`src/rtl/route_cam.sv`:
```
// Small CAM-style routing table: learn/delete config port plus a one-cycle
// valid/ready lookup pipe. Lookups see table state from before the same edge.
module route_cam #(
  parameter int unsigned ADDR_W       = 8,
  parameter int unsigned PORT_W       = 2,
  parameter int unsigned DEPTH        = 8,
  parameter int unsigned DEFAULT_PORT = 0
) (
  input  logic                     clk,
  input  logic                     reset,
  input  logic                     cfg_valid,
  input  logic                     cfg_op,
  input  logic [ADDR_W-1:0]        cfg_addr,
  input  logic [PORT_W-1:0]        cfg_port,
  input  logic                     lkp_valid,
  output logic                     lkp_ready,
  input  logic [ADDR_W-1:0]        lkp_addr,
  output logic                     res_valid,
  input  logic                     res_ready,
  output logic [PORT_W-1:0]        res_port,
  output logic                     res_hit,
  output logic [$clog2(DEPTH):0]   count,
  output logic                     full
);

  localparam int unsigned IDX_W = $clog2(DEPTH);
  localparam int unsigned CNT_W = IDX_W + 1;
  localparam logic [PORT_W-1:0] DefPort = PORT_W'(DEFAULT_PORT);

  logic [DEPTH-1:0]  valid_q;
  logic [ADDR_W-1:0] addr_q [DEPTH];
  logic [PORT_W-1:0] port_q [DEPTH];
  logic [IDX_W-1:0]  repl_ptr_q;
  logic [CNT_W-1:0]  count_q;

  logic              res_valid_q;
  logic              res_hit_q;
  logic [PORT_W-1:0] res_port_q;

  logic              cfg_hit;
  logic [IDX_W-1:0]  cfg_idx;
  logic              free_found;
  logic [IDX_W-1:0]  free_idx;
  logic              lkp_hit;
  logic [PORT_W-1:0] lkp_port;

  logic              wr_en;
  logic              clr_valid;
  logic [IDX_W-1:0]  wr_idx;
  logic              cnt_inc;
  logic              cnt_dec;
  logic              repl_adv;
  logic              accept;

  // Unique-address invariant means at most one match per search.
  always_comb begin
    cfg_hit    = 1'b0;
    cfg_idx    = '0;
    lkp_hit    = 1'b0;
    lkp_port   = DefPort;
    free_found = 1'b0;
    free_idx   = '0;
    for (int i = 0; i < int'(DEPTH); i++) begin
      if (valid_q[i] && addr_q[i] == cfg_addr) begin
        cfg_hit = 1'b1;
        cfg_idx = IDX_W'(i);
      end
      if (valid_q[i] && addr_q[i] == lkp_addr) begin
        lkp_hit  = 1'b1;
        lkp_port = port_q[i];
      end
    end
    // Descending scan leaves the lowest free index.
    for (int i = int'(DEPTH) - 1; i >= 0; i--) begin
      if (!valid_q[i]) begin
        free_found = 1'b1;
        free_idx   = IDX_W'(i);
      end
    end
  end

  always_comb begin
    wr_en     = 1'b0;
    clr_valid = 1'b0;
    wr_idx    = '0;
    cnt_inc   = 1'b0;
    cnt_dec   = 1'b0;
    repl_adv  = 1'b0;
    if (cfg_valid) begin
      if (!cfg_op) begin
        wr_en = 1'b1;
        if (cfg_hit) begin
          wr_idx = cfg_idx;
        end else if (free_found) begin
          wr_idx  = free_idx;
          cnt_inc = 1'b1;
        end else begin
          wr_idx   = repl_ptr_q;
          repl_adv = 1'b1;
        end
      end else if (cfg_hit) begin
        clr_valid = 1'b1;
        wr_idx    = cfg_idx;
        cnt_dec   = 1'b1;
      end
    end
  end

  always_ff @(posedge clk or posedge reset) begin
    if (reset) begin
      valid_q    <= '0;
      repl_ptr_q <= '0;
      count_q    <= '0;
    end else begin
      if (wr_en) begin
        valid_q[wr_idx] <= 1'b1;
      end else if (clr_valid) begin
        valid_q[wr_idx] <= 1'b0;
      end
      if (cnt_inc) begin
        count_q <= count_q + CNT_W'(1);
      end else if (cnt_dec) begin
        count_q <= count_q - CNT_W'(1);
      end
      if (repl_adv) begin
        repl_ptr_q <= repl_ptr_q + IDX_W'(1);
      end
    end
  end

  // Entry payload needs no reset; the valid bits gate it.
  always_ff @(posedge clk) begin
    if (wr_en) begin
      addr_q[wr_idx] <= cfg_addr;
      port_q[wr_idx] <= cfg_port;
    end
  end

  assign lkp_ready = !res_valid_q || res_ready;
  assign accept    = lkp_valid && lkp_ready;

  always_ff @(posedge clk or posedge reset) begin
    if (reset) begin
      res_valid_q <= 1'b0;
      res_hit_q   <= 1'b0;
      res_port_q  <= DefPort;
    end else if (accept) begin
      res_valid_q <= 1'b1;
      res_hit_q   <= lkp_hit;
      res_port_q  <= lkp_port;
    end else if (res_ready) begin
      res_valid_q <= 1'b0;
    end
  end

  assign res_valid = res_valid_q;
  assign res_hit   = res_hit_q;
  assign res_port  = res_port_q;
  assign count     = count_q;
  assign full      = (count_q == CNT_W'(DEPTH));

endmodule

```
`config.mk`:
```
export PLATFORM = sky130hd
export DESIGN_NAME = route_cam
export DESIGN_NICKNAME = d
export VERILOG_FILES = /design/src/rtl/route_cam.sv
export SDC_FILE = /design/constraint.sdc
export NUM_CORES = 1
export LEC_CHECK = 0
export BUFFER_PORTS_ARGS = -buffer_cell sky130_fd_sc_hd__buf_2
export CAP_MARGIN = 10
export CORE_MARGIN = 5
export CORE_UTILIZATION = 45
export DETAILED_ROUTE_END_ITERATION = 10
export HOLD_SLACK_MARGIN = 0.08
export PLACE_DENSITY = 0.69
export SETUP_SLACK_MARGIN = 0.5
export SLEW_MARGIN = 20
export SYNTH_ARGS = -nofsm -noshare
export SYNTH_HDL_FRONTEND = slang
export SYNTH_SLANG_ARGS = --single-unit
```
`constraint.sdc`:
```
create_clock -name clk -period 3.54 [get_ports clk]
set_clock_uncertainty 0.15 [all_clocks]
set_input_delay 0.177 -clock clk [delete_from_list [all_inputs] [get_ports clk]]
set_output_delay 0.177 -clock clk [all_outputs]
set_load 0.01 [all_outputs]
```
Word level (Yosys, flattened, before mapping)
Memories as Yosys holds them, arrays and structs flattened.
Index checks and enable logic that the tools add are counted.
Word-level totals
  flip-flop bits (word level): 19
  RAM bits: 80
  bits of input ports: 24
  output and inout bits: 10
  logic and storage cells: 131
  memories kept: 2
Cells by class
  $add $sub $neg: 3
  magnitude comparators: 2
  eq/ne operators: 17
  muxes and demuxes: 75
  bitwise logic cells: 3
  reductions and logical operators: 23
Memories
  addr_q: words 8, bits a word 8, read ports 8, clocked after Yosys merged registers in 0, wr ports 1, line 31  | logic [ADDR_W-1:0] addr_q [DEPTH];
  port_q: words 8, bits a word 2, read ports 8, clocked after Yosys merged registers in 0, wr ports 1, line 32  | logic [PORT_W-1:0] port_q [DEPTH];
Operator list (count)
  $eq 8x8->1: 16
  $mux 3: 19
  $mux 1: 43
  $logic_and 1x1->1: 18
  $mux 2: 8
  $mux 8: 2
  $and 8x8->8: 1
  $mux 4: 2
  $not 8->8: 1
  $or 8x8->8: 1
  $reduce_bool 2->1: 3
  $add 4x1->4 const B: 1
  $eq 4x4->1 const B: 1
  $lt 3x4->1 const B: 1
  $sub 4x1->4 const B: 1
  $add 3x1->3 const B: 1
  $demux 1 s3: 1
  $ge 3x1->1 const B: 1
  $logic_not 1->1: 1
  $logic_or 1x1->1: 1

Depth between registers and ports, before layout
Gate-level depths: netlist (run 1).
An unclocked memory read counts as a cell.
  depth after elaboration: 22
  gate-level depth with buffers: 14
  gate-level depth less buffers: 12

Least setup slack after synthesis (run 1)
Ideal clock, no wire load.
  path type: flip-flop to flip-flop
  from: memory addr_q[0][3]
  to: memory addr_q[2][0] (enable)
  setup time: 376 ps
  data arrival time: 2173 ps
  data required time: 3014 ps
  path slack: 841 ps
  cell stages (with the launch flop): 9
  buffers on the path: 0
  period minus slack after synthesis: 2699 ps
  cells stage by stage: edfxtp_1 > xor2_1 > nor4_1 > nand4_1 > a311oi_1 > o21bai_1 > a21oi_4 > nand2_2 > nor2_1
RTL lines (line)
  start: declaration: 31

==> metrics.txt, run 1 <==
status complete, no violations; Post-Place Setup Slack roughly 0.24 ns; sort of element at the end of the critical path register; number of enable-type register cells in the synthesized netlist 80; leakage power total 0.00216 uW; number of nets at the end of the flow between 500 and 600; data required time at the worst endpoint roughly 3.6 ns; initial drt markers 261; Final Hold Vio Count 0; number of rows in the core area 39; Avg WL per Cell about 19 um; y dimension of the die 119 um; count of vias placed by the detailed router 3548; grt peak-use layer met2; Final WS setup 0.656 ns; cell count after synthesis between 400 and 500; vias per cell roughly 5.6; Synthesized Nets between 400 and 500; remaining design rule violation count 0; number of global-route vias before repair about 3600; Inserted Clock Buffers 9; number of flip-flops and latches in the synthesized netlist approximately 100; fraction of met2 tracks used by global routing 29.9%; fraction of registers with async set or reset after synthesis a little under a fifth; total setup violations reported at the end of the flow 0; worst hold path depth 1; Max FO, Critical Path 5; worst-margin pin slew between 0.9 and 1 ns; maxcap violations 0; post-synthesis sequential area ratio between 50% and 60%; Post-Layout Cell Count around 640; post-route setup TNS 0 ns; ANT cells 0; Max Fclk 347 MHz; effective utilization at floorplan between 40 and 50%; beginning of the critical path addr_q[5][5]; Hold Crit Class primary input to register; combined area of all synthesized cells between 0.005 and 0.006 mm^2; Period Utilization, post-route around four fifths; GRT overflow 0; VDD IR-drop max around 0.00047 V; worst hold path endpoint addr_q[5][7]; x dimension of the die around 120 um; areal power density over the cells about 500 mW/mm^2; Startpoint Class register; share of the core filled with cells roughly 53%; TritonCTS clock tree done; clk_lat worst skew around 0.36 ns; number of port buffers 33; CTS max path bufs 2; start of the worst register-to-register path addr_q[5][5]; top_reg_cell synth edfxtp_1; share of layout cells above drive strength 1 between 10% and 20%; met1 track utilization from global routing 24.0%; met3 track demand over resource 4.58%; worst hold start cfg_addr[7]; GP Congestion between 0.9 and 1; count of yosys warnings during synthesis 0; critical path type register to register; Placed Cells incl. Taps between 600 and 700; mean cell area of the mapped netlist ~12 um^2; pin count of the biggest net entering global routing 20; global-route usage over all layers 18.2%; die outline area 0.0141 mm^2; detailed-router iteration count before antenna repair 4; Cell variety after synth 50; number of antenna violations at the first check in global routing 0; Arr. time, crit path 2.97 ns; top-level port count 34; placed wire-length estimate around 9000 um; final worst path period need just under 3 ns; worst setup slack for register-to-register paths between 0.6 and 0.7 ns; RSZ-0062 raised after global routing no; wire length of the first global-routing pass 19800 um; clock sinks just under 100; number of routed nets with antenna violations 0; aggregate routed wire length 12400 um; total number of H-tree levels 3; Synth-to-Final Area Change 14.8%; master cell of the clock root buffer clkbuf_16; clock-pin slew on the worst setup and hold paths around 0.070 ns; worst r2r path cells 9; count of pins over their slew limit 0; core area ~0.011 mm^2; headroom to the max-slew limit 36.6%
## logic make-up (layout without fill, tap and decap cells)
logic type      after synthesis  in the layout  synth area share, %
simple gates                123            123                 12.9
flops                        99             99                 54.3
compound gates               44             44                 5.40
xor+xnor                    133            133                 22.0
mux                           7              7                 1.58
buf+inv                      28             85                 2.76
fa+ha+maj                     4              4                 1.09
## Yosys cell counts, drive strengths merged (3+ instances only)
master  instances  share of area, %
xnor2          90                15
edfxtp         80                45
xor2           43               7.1
nand2          21               1.6
dfrtp          19               9.0
nor2           19               1.3
nand4          18               2.2
nand3          17               1.6
nor4           15               2.2
o21ai          14               1.3
nor3           13               1.3
a21oi          11               1.3
inv            10              0.71
buf             9               1.4
clkbuf          9              0.64
nand2b          9               1.2
mux2            5               1.2
a21o            3              0.42
ha              3              0.71
nor2b           3              0.35
o22ai           3              0.35
o41ai           3              0.50
## cells in the final DEF (no fill, tap or decap), types with 3 or more instances in the layout
| master | netlist | routed |
|---|---|---|
| a21o_1 | 3 | 3 |
| a21oi_1 | 10 | 10 |
| buf_2 | 0 | 33 |
| buf_4 | 7 | 17 |
| clkbuf_16 | 0 | 9 |
| dfrtp_1 | 19 | 19 |
| dlygate4sd3_1 | 0 | 9 |
| edfxtp_1 | 80 | 80 |
| ha_1 | 3 | 3 |
| inv_1 | 10 | 10 |
| inv_6 | 0 | 3 |
| nand2_1 | 19 | 19 |
| nand2b_1 | 8 | 8 |
| nand3_1 | 17 | 16 |
| nand4_1 | 17 | 17 |
| nor2_1 | 19 | 19 |
| nor2b_1 | 3 | 3 |
| nor3_1 | 12 | 11 |
| nor4_1 | 13 | 13 |
| o21ai_0 | 8 | 8 |
| o21ai_1 | 6 | 6 |
| o22ai_1 | 3 | 3 |
| o41ai_1 | 3 | 3 |
| xnor2_1 | 90 | 90 |
| xor2_1 | 43 | 42 |
## flip-flops by register name, summed over array words and instances, names as in the netlist, named ones only
name,flops
addr_q,64
port_q,16
count,4
repl_ptr_q,3
res_port,2
res_hit,1
res_valid,1
## timing repair
item,4_1_cts,5_1_grt
gates cloned,0,0
buffers inserted,1,1
setup endpoints to repair,1,68
pin swaps,1,2
hold buffers,9,0
hold endpoints to repair,47,0
gates resized for setup,3,2
## stage by stage
stage               hold slack [ns]  total power [uW]  cell area (um^2)
floorplan                   -0.0219              1830              5300
global placement              0.166              2000              5650
detailed placement            0.177              2010              5650
CTS                          0.0931              3030              6070
global route                 0.0962              3140              6090
finish                        0.106              3010              6090
## cell type report
| type | instances | area [um^2] |
|---|---|---|
| inverters | 10 | 37.5 |
| flip-flops and latches | 99 | 2880 |
| clock inverters | 7 | 81.3 |
| multi-input cells | 311 | 2300 |
| well taps | 143 | 179 |
| clock buffers | 9 | 225 |
| repair buffers | 59 | 383 |
| fillers | 979 | 5380 |
## layer usage
| metal | wire (um) | part of all wire (%) | vias to the layer above |
|---|---|---|---|
| met2 | 6020 | 49 | 125 |
| met3 | 716 | 5.8 | 16 |
| li1 | - | - | 1663 |
| met1 | 5360 | 43 | 1744 |
| met4 | 290 | 2.3 | 0 |
| met5 | 0 | 0 | - |
## where the power goes
part / total (uW) / switching, uW / internal (uW)
Sequential: 1460 / 107 / 1350
Clock: 1000 / 442 / 560
Combinational: 551 / 304 / 247
Total: 3010 / 853 / 2160
## worst max-delay path by stage
stage          cells past startpoint           end
6_report                           9      register
5_1_grt                           12      count[3]
4_1_cts                           13      count[3]
3_5_place_dp                      13      count[3]
3_3_place_gp                      13      count[3]
2_1_floorplan                      8  addr_q[2][0]
## worst max-delay path, stage by stage (launching register included)
cell	delay, ns
edfxtp_1	0.43
xnor2_1	0.17
nand3_1	0.16
nor3_1	0.34
nand2b_1	0.30
nand2b_1	0.14
nor4_1	0.05
o21ai_1	0.37
o31ai_1	0.10
dlygate4sd3_1	0.57
Note: power is estimated with default switching activity, not from simulation.
==> run 2, diff against run 1 <==
Settings changed: ABC_AREA from default to 1.
Clock period 3.54 ns to 2.7 ns, I/O delays scaled along.
==> run 2 against run 1 <==
  * Largest cell class unchanged
  * Sequential cell count unchanged
  * Cell area increased by 25%
  * Power increased by 35%
  * Worst setup slack got worse by 0.58 ns
  * Synthesized area increased by 7.3%
  * Sequential power increased by 27%
  * Combinational power increased by 60%
  * Count of clock-buffer cells in the layout increased by 3
  * Global-route usage increased by 5.9 points
  * Clock power increased by 33%
  * Wire length increased by 48%
==> metrics.txt, run 2 <==
count of yosys warnings during synthesis 0; worst r2r path cells 15; Final WS setup 0.0804 ns; count of vias placed by the detailed router ~5300; master cell of the clock root buffer clkbuf_16; Period Utilization, post-route a little under 100%; Synth area leaders edfxtp_1 (42%), nand2_1 (11%), dfrtp_1 (8.4%); commonest non-fill, non-tap cells in the layout nand2_1 (148), edfxtp_1 (80), buf_4 (66); wire length of the first global-routing pass about 27000 um; Cell variety after synth 49; sort of element at the end of the critical path register; number of flip-flops and latches in the synthesized netlist between 90 and 100; commonest non-fill, non-tap cell in the layout nand2_1; worst hold path endpoint addr_q[3][3]; Hold Crit Class primary input to register; number of nets at the end of the flow around 790; post-synthesis sequential area ratio 50.6%; count of pins over their slew limit 0; flip-flop count of the largest register after layout 64; Startpoint Class register; y dimension of the die between 100 and 150 um; leakage power total ~0.0032 uW; ANT cells 0; Arr. time, crit path approximately 2.8 ns; detailed-router iteration count before antenna repair 5; Synth-to-Final Area Change 33.3%; Final Hold Vio Count 0; number of global-route vias before repair 5122; worst hold start cfg_addr[3]; Avg WL per Cell a little under 20 um; mean cell area of the mapped netlist approximately 9.0 um^2; TritonCTS clock tree done; number of antenna violations at the first check in global routing 0; core area 0.0125 mm^2; fillers 1037; final worst path period need approximately 2.6 ns; number of routed nets with antenna violations 0; worst flop-to-flop path endpoint count[3]; Post-Place Setup Slack between 0.03 and 0.04 ns; combined area of all synthesized cells between 0.005 and 0.006 mm^2; GRT overflow 0; total number of H-tree levels 3; top-level port count 34; register name with the most flops addr_q; critical path type register to register; clock-pin slew on the worst setup and hold paths around 0.070 ns; library cell with the highest instance count after synthesis nand2_1; x dimension of the die approximately 120 um; cell count after synthesis between 600 and 700; vias per cell 5.59; status complete, no violations; top_reg_cell synth edfxtp_1; area occupied by multi-input gates about 0.0027 mm^2; Max Fclk around 380 MHz; headroom to the max-slew limit between 40% and 50%; leading area contributor after synthesis edfxtp_1; Synthesized Nets 662; effective utilization at floorplan a little under half; Register Area approximately 0.0029 mm^2; worst setup slack for register-to-register paths roughly 0.080 ns; share of layout cells above drive strength 1 approximately a third; data required time at the worst endpoint 2.84 ns; maxcap violations 0; proportion of netlist area held by the largest area contributor a little over two fifths; global-route usage over all layers 24.2%; aggregate routed wire length 18300 um; fraction of registers with async set or reset after synthesis 19.2%; initial drt markers a little over 600; number of rows in the core area around 40; GP Congestion roughly 0.96; pin count of the biggest net entering global routing 20; number of port buffers 33; total setup violations reported at the end of the flow 0; clock sinks slightly below 100; number of enable-type register cells in the synthesized netlist 80; Post-Layout Cell Count 940; worst-margin pin slew between 0.7 and 0.8 ns; CTS max path bufs 2; remaining design rule violation count 0; synth cell count leaders nand2_1 (160), edfxtp_1 (80), inv_1 (71); Max FO, Critical Path 4; VDD IR-drop max a little over 0.0006 V; clk_lat worst skew around 0.37 ns; start of the worst register-to-register path addr_q[7][1]; Placed Cells incl. Taps ~850; share of the core filled with cells between 60% and 70%; RSZ-0062 raised after global routing yes; placed wire-length estimate 12000 um; areal power density over the cells 536 mW/mm^2; die outline area 0.0150 mm^2; Inserted Clock Buffers 9; worst hold path depth 2
-- run 2: cell count changes after synthesis, moves of 9 or more --
| cell | change |
|---|---|
| nand2_1 | +141 |
| xnor2_1 | -67 |
| inv_1 | +61 |
| nor2_1 | +32 |
| xor2_1 | -22 |
| o22ai_1 | +19 |
| a21oi_1 | +12 |
| o21ai_0 | +11 |
| clkbuf_1 | -9 |
| nand3_1 | +9 |
| nor4_1 | -9 |
-- run 2: layout make-up --
type,instances,area share [%]
multi-input cells,440,35.9
repair buffers,134,15.2
inverters,79,4.03
clock buffers,12,3.53
flip-flops and latches,99,38.0
clock inverters,4,0.478
well taps,172,2.84
-- run 2: power by group --
group | leakage (uW) | switching (uW) | internal [uW] | total [uW]
sequential | 0.000962 | 114 | 1740 | 1850
clock | 0.000147 | 610 | 720 | 1330
combinational | 0.00212 | 515 | 367 | 882
-- run 2: routing by layer --
| layer | vias to the layer above | track usage, % | part of all wire (%) |
|---|---|---|---|
| met3 | 68 | 5.62 | 7.9 |
| met2 | 258 | 39.5 | 48 |
| met4 | 0 | 9.31 | 4.1 |
| met5 | - | 0 | 0 |
| met1 | 2544 | 31.3 | 40 |
| li1 | 2388 | - | - |
-- run 2: worst max path at each step --
stage / cells past startpoint / start / slack (ns) / endpoint
after floorplan: 15 / addr_q[4][5] / 0.32 / count[3]
after global placement: 10 / addr_q[4][1] / 0.06 / addr_q[1][0]
after detailed placement: 14 / cfg_addr[2] / 0.03 / addr_q[1][0]
after CTS: 15 / addr_q[4][5] / 0.20 / count[3]
after global routing: 15 / addr_q[7][1] / -0.06 / count[3]
final: 15 / addr_q[7][1] / 0.08 / count[3]
-- run 2: kinds of logic after synthesis --
group | after synthesis | synth area share (%)
AO/OA/AOI/OAI | 93 | 10.6
XOR/XNOR | 44 | 6.77
adder cells (fa/ha/maj) | 4 | 1.01
buffers and inverters | 96 | 7.45
flip-flops | 99 | 50.6
multiplexers | 1 | 0.264
AND/OR/NAND/NOR | 297 | 23.3
-- run 2: critical path, stage by stage, from the launching register on --
cell and delay (ns):
edfxtp_1 0.43, inv_2 0.05, o211ai_1 0.22, nor3_2 0.09, nand3_2 0.09, nand2_2 0.08, nor2_4 0.17, nand2_4 0.09
nor2_4 0.15, nand2_4 0.08, ha_4 0.21, a21o_1 0.17, a21oi_2 0.20, nand3b_1 0.14, o21ai_2 0.08, xor2_1 0.15
-- run 2: what timing repair did --
item                                    4_1_cts  5_1_grt
hold buffers                                 17        0
gates resized for setup                      39       59
endpoints found under the setup margin       89       97
pin swaps                                    12       22
endpoints found under the hold margin        86        0
cloned                                        2        2
buffers inserted                             28       22
-- run 2: stage by stage --
stage / TNS [ns] / hold slack [ns] / power [uW] / area (um^2)
finish: 0 / 0.101 / 4060 / 7580
global route: -0.666 / 0.0908 / 4200 / 7580
CTS: 0 / 0.0841 / 3930 / 7180
detailed placement: 0 / 0.149 / 2550 / 6340
global placement: 0 / 0.136 / 2530 / 6340
floorplan: 0 / -0.0639 / 2290 / 5740
